<file path="src/rtl/wb_master_bridge_pkg.sv">
// ============================================================================
// Module   : wb_master_bridge_pkg
// Brief    : State encoding and harness register map shared by the bridge and
//            any bench or initiator that talks to the harness.
// Revision : 1.0 - initial release
// ============================================================================
`default_nettype none

package wb_master_bridge_pkg;

  typedef logic [1:0] state_t;

  localparam state_t ST_IDLE = 2'd0;
  localparam state_t ST_BUS  = 2'd1;
  localparam state_t ST_RESP = 2'd2;

  localparam logic [31:0] ADR_ACTIVE = 32'h3000_0000;
  localparam logic [31:0] ADR_WS2812 = 32'h3000_0100;
  localparam logic [31:0] ADR_7SEG   = 32'h3000_0200;

endpackage : wb_master_bridge_pkg

`default_nettype wire

</file>
<file path="src/rtl/wb_master_bridge.sv">
// ============================================================================
// Module   : wb_master_bridge
// Brief    : Single-outstanding Wishbone classic initiator bridging a command
//            stream to one bus cycle and a response stream, with bus timeout.
// Revision : 1.0 - initial release
// ============================================================================
`default_nettype none

module wb_master_bridge
  import wb_master_bridge_pkg::*;
#(
  parameter int unsigned TIMEOUT  = 16,
  parameter logic [31:0] ERR_DATA = 32'hDEAD_BEEF
) (
  input  logic        wb_clk_i,
  input  logic        wb_rst_i,
  input  logic        cmd_valid,
  output logic        cmd_ready,
  input  logic        cmd_we,
  input  logic [3:0]  cmd_sel,
  input  logic [31:0] cmd_adr,
  input  logic [31:0] cmd_dat,
  output logic        rsp_valid,
  input  logic        rsp_ready,
  output logic [31:0] rsp_dat,
  output logic        rsp_err,
  output logic        wbm_cyc_o,
  output logic        wbm_stb_o,
  output logic        wbm_we_o,
  output logic [3:0]  wbm_sel_o,
  output logic [31:0] wbm_adr_o,
  output logic [31:0] wbm_dat_o,
  input  logic        wbm_ack_i,
  input  logic [31:0] wbm_dat_i
);

  localparam logic [7:0] TO_LAST = 8'(TIMEOUT - 1);

  state_t      state, state_nxt;
  logic [7:0]  cnt, cnt_nxt;
  logic        cyc_nxt, stb_nxt, we_nxt;
  logic [3:0]  sel_nxt;
  logic [31:0] adr_nxt, dat_o_nxt;
  logic        rsp_valid_nxt, rsp_err_nxt;
  logic [31:0] rsp_dat_nxt;
  logic        timed_out;

  assign cmd_ready = (state == ST_IDLE) && !wb_rst_i;
  assign timed_out = (cnt == TO_LAST);

  always_ff @(posedge wb_clk_i) begin
    if (wb_rst_i) state <= ST_IDLE;
    else          state <= state_nxt;
  end

  always_comb begin
    state_nxt = state;
    case (state)
      ST_IDLE: if (cmd_valid && cmd_ready)  state_nxt = ST_BUS;
      ST_BUS:  if (wbm_ack_i || timed_out)  state_nxt = ST_RESP;
      ST_RESP: if (rsp_ready)               state_nxt = ST_IDLE;
      default:                              state_nxt = ST_IDLE;
    endcase
  end

  always_comb begin
    cyc_nxt       = wbm_cyc_o;
    stb_nxt       = wbm_stb_o;
    we_nxt        = wbm_we_o;
    sel_nxt       = wbm_sel_o;
    adr_nxt       = wbm_adr_o;
    dat_o_nxt     = wbm_dat_o;
    rsp_valid_nxt = rsp_valid;
    rsp_err_nxt   = rsp_err;
    rsp_dat_nxt   = rsp_dat;
    cnt_nxt       = cnt;
    case (state)
      ST_IDLE: begin
        if (cmd_valid && cmd_ready) begin
          cyc_nxt   = 1'b1;
          stb_nxt   = 1'b1;
          we_nxt    = cmd_we;
          sel_nxt   = cmd_sel;
          adr_nxt   = cmd_adr;
          dat_o_nxt = cmd_dat;
          cnt_nxt   = 8'd0;
        end
      end
      ST_BUS: begin
        cnt_nxt = cnt + 8'd1;
        // An ack arriving on the final counted cycle still completes normally.
        if (wbm_ack_i) begin
          cyc_nxt       = 1'b0;
          stb_nxt       = 1'b0;
          rsp_valid_nxt = 1'b1;
          rsp_err_nxt   = 1'b0;
          rsp_dat_nxt   = wbm_we_o ? 32'd0 : wbm_dat_i;
        end else if (timed_out) begin
          cyc_nxt       = 1'b0;
          stb_nxt       = 1'b0;
          rsp_valid_nxt = 1'b1;
          rsp_err_nxt   = 1'b1;
          rsp_dat_nxt   = wbm_we_o ? 32'd0 : ERR_DATA;
        end
      end
      ST_RESP: begin
        if (rsp_ready) rsp_valid_nxt = 1'b0;
      end
      default: ;
    endcase
  end

  always_ff @(posedge wb_clk_i) begin
    if (wb_rst_i) begin
      wbm_cyc_o <= 1'b0;
      wbm_stb_o <= 1'b0;
      wbm_we_o  <= 1'b0;
      wbm_sel_o <= 4'd0;
      wbm_adr_o <= 32'd0;
      wbm_dat_o <= 32'd0;
      rsp_valid <= 1'b0;
      rsp_err   <= 1'b0;
      rsp_dat   <= 32'd0;
      cnt       <= 8'd0;
    end else begin
      wbm_cyc_o <= cyc_nxt;
      wbm_stb_o <= stb_nxt;
      wbm_we_o  <= we_nxt;
      wbm_sel_o <= sel_nxt;
      wbm_adr_o <= adr_nxt;
      wbm_dat_o <= dat_o_nxt;
      rsp_valid <= rsp_valid_nxt;
      rsp_err   <= rsp_err_nxt;
      rsp_dat   <= rsp_dat_nxt;
      cnt       <= cnt_nxt;
    end
  end

endmodule : wb_master_bridge

`default_nettype wire
</file>
<file path="config.mk">
export PLATFORM = sky130hd
export DESIGN_NAME = wb_master_bridge
export DESIGN_NICKNAME = d
export VERILOG_FILES = /design/src/rtl/wb_master_bridge_pkg.sv /design/src/rtl/wb_master_bridge.sv
export SDC_FILE = /design/constraint.sdc
export NUM_CORES = 1
export LEC_CHECK = 0
export CAP_MARGIN = 20
export CORE_MARGIN = 2
export CORE_UTILIZATION = 45
export CTS_BUF_LIST = sky130_fd_sc_hd__clkbuf_4 sky130_fd_sc_hd__clkbuf_8
export CTS_CLUSTER_DIAMETER = 60
export CTS_CLUSTER_SIZE = 14
export DETAILED_ROUTE_END_ITERATION = 8
export PLACE_DENSITY = 0.88
export SLEW_MARGIN = 40
export SYNTH_ARGS = -nofsm -noshare
export SYNTH_HDL_FRONTEND = slang
export SYNTH_SLANG_ARGS = --single-unit
</file>
<file path="constraint.sdc">
create_clock -name wb_clk_i -period 2.3 [get_ports wb_clk_i]
set_input_delay 0.46 -clock wb_clk_i [delete_from_list [all_inputs] [get_ports wb_clk_i]]
set_output_delay 0.46 -clock wb_clk_i [all_outputs]
set_load 0.01 [all_outputs]
</file>
Word-level counts from Yosys, hierarchy flattened
Index checks and enable logic that the tools add are counted.
{"block": "totals", "ff_bits": 114, "latch_bits": 0, "ram_bits": 0, "rom_bits": 0, "in_bits": 106, "out_inout_bits": 106, "word_cells": 51, "n_memories": 0}
{"block": "classes", "add_sub_neg": 1, "mul": 0, "div_mod_pow": 0, "n_lt_le_gt_ge": 0, "eq_ne": 7, "shifts": 0, "mux": 19, "bitwise_logic": 0, "n_reduce_logical": 14}
{"operator": "32-bit two-way mux", "n": 4}
{"operator": "8-bit case mux with 2 select lines", "n": 1}
{"operator": "3-bit AND reduction", "n": 3}
{"operator": "8-bit by 1-bit adder with 8-bit output, second input constant", "n": 1}
{"operator": "8-bit by 4-bit == test with 1-bit output, second input constant", "n": 1}
{"operator": "8-bit two-way mux", "n": 1}
{"operator": "1-bit two-way mux", "n": 7}
{"operator": "2-bit two-way mux", "n": 3}
{"operator": "2-bit case mux with 3 select lines", "n": 1}
{"operator": "2-bit AND reduction", "n": 3}
{"operator": "2-bit nonzero test", "n": 3}
{"operator": "2-bit != test, second input constant", "n": 2}
{"operator": "1-bit case mux with 2 select lines", "n": 2}
{"operator": "3-bit != test, second input constant", "n": 1}
{"operator": "2-bit by 1-bit == test with 1-bit output, second input constant", "n": 1}
{"operator": "2-bit == test, second input constant", "n": 1}
{"operator": "1-bit logical AND", "n": 2}
{"operator": "2-bit logical NOT", "n": 1}
{"operator": "2-bit by 1-bit != test with 1-bit output, second input constant", "n": 1}
{"operator": "1-bit logical NOT", "n": 1}
{"operator": "1-bit logical OR", "n": 1}

Longest topological paths before layout
{"block": "logic_depth", "word_depth": 5, "depth_mapped": 7}

Worst setup path before layout
Ideal clock, no wire load.
{"block": "synth_timing", "path_kind": "register to register", "startpoint": "reg cnt[0]", "endpoint": "reg rsp_dat[3]", "setup_time_ps": 78, "t_arrival_ps": 1436, "setup_slack_ps": 786, "stages_incl_launch_ff": 7, "path_buffers": 1, "path_cell_list": "dfxtp_1 > ha_1 > and3_4 > a21oi_2 > o21ai_4 > buf_6 > nor3_1"}
{"block": "synth_between", "elab_chain_cells": 3}
{"item": "start, declared", "line_no": "wb_master_bridge.sv:40", "rtl": "logic [7:0] cnt, cnt_nxt;"}
{"item": "start signal, assigned", "line_no": "wb_master_bridge.sv:135", "rtl": "cnt <= cnt_nxt;"}
{"item": "8-bit by 4-bit == test with 1-bit output", "line_no": "wb_master_bridge.sv:49", "rtl": "assign timed_out = (cnt == TO_LAST);"}
{"item": "2-bit nonzero test (no source line)"}
{"item": "2-bit AND reduction (no source line)"}
{"item": "end signal, assigned", "line_no": "wb_master_bridge.sv:134", "rtl": "rsp_dat <= rsp_dat_nxt;"}
{"item": "end, declared", "line_no": "wb_master_bridge.sv:25", "rtl": "output logic [31:0] rsp_dat,"}
Every way passes these cells.
A chain may end at the register's enable or synchronous reset.

Worst setup path in the final report
{"block": "layout_timing", "startpoint": "in wb_rst_i", "endpoint": "out cmd_ready"}
{"block": "layout_between", "elab_chain_cells": 2}
{"item": "start, declared", "line_no": "wb_master_bridge.sv:16", "rtl": "input logic wb_rst_i,"}
{"item": "1-bit logical NOT", "line_no": "wb_master_bridge.sv:48", "rtl": "assign cmd_ready = (state == ST_IDLE) && !wb_rst_i;"}
{"item": "1-bit logical AND", "line_no": "wb_master_bridge.sv:48"}
{"item": "end, declared", "line_no": "wb_master_bridge.sv:18", "rtl": "output logic cmd_ready,"}
Every way passes these cells.

==> run_results.csv <==
group,metric,value,unit
timing,finalHoldViolCount,0,
cts,cts_resized,0,
setup_path,timing.critical_path.mode_cell,"clkdlybuf4s50_1",
finish,final_util,74.5,%
floorplanning,start_util,46.4,%
floorplanning,die_w,102,um
pwr,p_switching,1.28,mW
placed_design,io_buffers,211,
timing,report.final.slew_viol_count,0,
synth,seq_area_frac_synth,53.3,%
timing,slew_headroom,67.3,%
timing,fin_tns_setup,0,ps
floorplanning,core_area,9240,um2
setup_path,crit_type,"input pin to output pin",
setup_path,crit_path_start_kind,"input pin",
detailed_routing,drtPass1Iterations,4,
timing,post-route-period-util,92.1,%
detailed_routing,drt_iter0_markers,170,
timing,fmax,472,MHz
detailed_routing,ant_nets,0,
detailed_routing,wl_per_cell,14.4,um
global_routing,grt_usage,23.8,%
finish,syn_to_final_growth,60.7,%
finish,nets,827,
detailed_routing,drc,0,
setup_path,end_kind,"output pin",
cts,clock-sinks,114,
pwr,pwr-share-seq,44.0,%
pwr,internal_power,3.73,mW
synth,ys_ff_latch,114,
setup_path,crit_family,"buffers and inverters",
floorplanning,die_area,10300,um2
floorplanning,io_pins,212,
cts,h-tree-depth,4,
global_routing,grt_overflow_total,0,
pwr,power.density,727,nW/um2
cts,cts.clk_slew.worst_paths,60,ps
synth,syn-cell-area,4280,um2
setup_path,cp.arrival,1660,ps
setup_path,path_buf_inv,2,
synth,syn-num-nets,622,
setup_path,cp_slowest_stage_delay,600,ps
detailed_routing,drt-total-wl,12400,um
setup_path,path_cells,"clkdlybuf4s50_1, nor3_1, clkdlybuf4s50_1",
timing,worst_slew_pin_slew,489,ps
finish,antenna_cells,0,
pwr,pwr-share-comb,17.5,%
synth,syn-instance-count,515,
setup_path,r2r_cells,6,
pwr,p_sw_share,25.5,%
global_routing,grt_max_degree,54,
setup_path,crit_required,1840,ps
timing,rsz0062_at_grt,"no",
pwr,vdd_ir_drop_max,0.000481,V
cts,cts_buffers,17,
setup_path,crit_cells,3,
detailed_routing,via_per_inst,4.96,
outcome,outcome,"completed",
job,maxCapViolations,0,
pwr,leakagePower,2.48,nW
global_routing,antenna_found_initial,0,
setup_path,cp_slowest_cell,"clkdlybuf4s50_1",
cts,cts_root_buffer,"clkbuf_8",
min_path,hold_path_class,"flip-flop to flip-flop",
setup_path,path_max_fanout,2,
synth,syn_avg_cell_area,8.32,um2
cts,insertion_delay,410,ps
floorplanning,die_h,102,um
placed_design,dp.final_hpwl,9060,um
timing,period_minus_slack,2120,ps
synth,yosysUniqueCellTypes,34,
detailed_routing,vias,4279,
min_path,min_path_cells,2,
cts,hold_buffers,0,
placed_design,gp_congestion,0.811,
cts,cts_tree,"built",
global_routing,grt_pass1_wl,19300,um
floorplanning,num_rows,35,
timing,fin_skew,10.3,ps
cts,post_cts_buffers,0,
pwr,pwr-share-clk,38.5,%
global_routing,grt_pass1_vias,4203,
timing,setup_violations,0,
synth,synth_warnings,0,
cts,clockBufferDepth,2,
finish,drive_above_1_share,9.96,%
==> final cells by class <==
type	instances	area, um2
fill	659	2360
sequential	114	2280
timing repair buffer	225	2250
multi-input combinational	361	1770
clock buffer	19	255
clock inverter	13	161
tap	129	161
inverter	1	3.75
==> through the flow <==
| stage | power [mW] | hold slack [ps] | cell area [um2] | setup slack (ps) | cells |
|---|---|---|---|---|---|
| after floorplan | 2.59 | 465 | 4280 | 786 | 515 |
| after global placement | 3.08 | 437 | 6450 | 160 | 829 |
| after detailed placement | 3.11 | 441 | 6450 | 124 | 829 |
| after CTS | 5.03 | 450 | 6870 | 156 | 861 |
| after global routing | 5.22 | 463 | 6880 | 34.9 | 862 |
| final | 5.00 | 450 | 6880 | 181 | 862 |
==> layout by cell type (no fill, tap or decap), drive strengths merged <==
cell / n
nor2: 33
nor2b: 1
or4b: 1
clkdlybuf4s50: 211
nand3: 2
buf: 14
and3: 1
o21ai: 81
o41ai: 1
dfxtp: 114
nor4b: 1
clkinvlp: 4
mux2: 1
a21o: 1
nand3b: 2
a21oi: 43
clkbuf: 19
o31ai: 2
o2111ai: 1
clkinv: 6
bufinv: 3
nand2: 155
nand2b: 1
nand4: 2
ha: 1
or4: 1
nor4: 2
inv: 1
nor3: 27
o21a: 1
==> cells in the mapped netlist (all sizes together) <==
cell type | n | area share, %
or4 | 1 | 0.18
or4b | 1 | 0.23
nor2b | 1 | 0.15
o21a | 1 | 0.18
nand3 | 2 | 0.23
and3 | 1 | 0.26
o21ai | 81 | 9.7
mux2 | 1 | 0.26
nand2 | 155 | 14
ha | 1 | 0.29
nor2 | 33 | 2.9
o31ai | 2 | 0.35
nand4 | 2 | 0.29
a21oi | 43 | 5.1
nor4b | 1 | 0.55
nor3 | 27 | 5.3
nand2b | 1 | 0.32
dfxtp | 114 | 53
a21o | 1 | 0.18
clkbuf | 16 | 1.4
buf | 23 | 4.0
inv | 1 | 0.088
nand3b | 2 | 0.35
o2111ai | 1 | 0.20
o41ai | 1 | 0.20
nor4 | 2 | 0.44
==> worst reg2reg max path: cells and delay by family (launching register included) <==
family,cells,cell delay [ps]
compound gates,2,590
fa+ha+maj,1,230
buf+inv,1,210
flops,1,340
simple gates,2,450
==> worst paths after layout <==
check | startpoint | to | slack [ps]
worst max-delay path | wb_rst_i | cmd_ready | 180
worst min-delay path | wbm_adr_o[25]$_SDFFE_PP0P_ | wbm_adr_o[25]$_SDFFE_PP0P_ | 450
worst max register to register | cnt[0]$_SDFFE_PP0P_ | rsp_dat[3]$_SDFFE_PP0P_ | 400
worst min register to register | wbm_adr_o[25]$_SDFFE_PP0P_ | wbm_adr_o[25]$_SDFFE_PP0P_ | 450
==> state kept, by name, summed over array words and instances (netlist names) <==
signal / count
wbm_sel_o: 4
wbm_adr_o: 32
rsp_dat: 32
cnt: 8
state: 2
wbm_dat_o: 32
rsp_valid: 1
wbm_stb_o: 1
wbm_we_o: 1
rsp_err: 1
==> power groups by stage <==
| stage | Combinational [mW] | Clock, mW | Sequential, mW |
|---|---|---|---|
| finish | 0.874 | 1.93 | 2.20 |
| global route | 0.947 | 2.05 | 2.22 |
| CTS | 0.876 | 1.95 | 2.20 |
| detailed placement | 0.871 | 0 | 2.24 |
| global placement | 0.847 | 0 | 2.23 |
| floorplan | 0.290 | 0 | 2.30 |
==> layer usage <==
metal  share of wire, %  global-route usage [%]  up-vias  routed length, um
li1                   -                       -     2125                  -
met1                 38                    26.3     1972               4710
met2                 54                    42.1      163               6680
met3                6.7                    8.35       19                838
met4                1.6                    8.52        0                204
met5                  0                       0        -                  0
==> cells by family (layout without fill, tap and decap cells) <==
logic type | Yosys count | in the layout | synth area share, %
adder cells (fa/ha/maj) | 1 | 1 | 0.292
AND/OR/NAND/NOR | 229 | 229 | 24.7
buffers and inverters | 40 | 258 | 5.49
multiplexers | 1 | 1 | 0.263
AO/OA/AOI/OAI | 130 | 130 | 15.9
flip-flops | 114 | 114 | 53.3
Note: power is estimated with default switching activity, not from simulation.
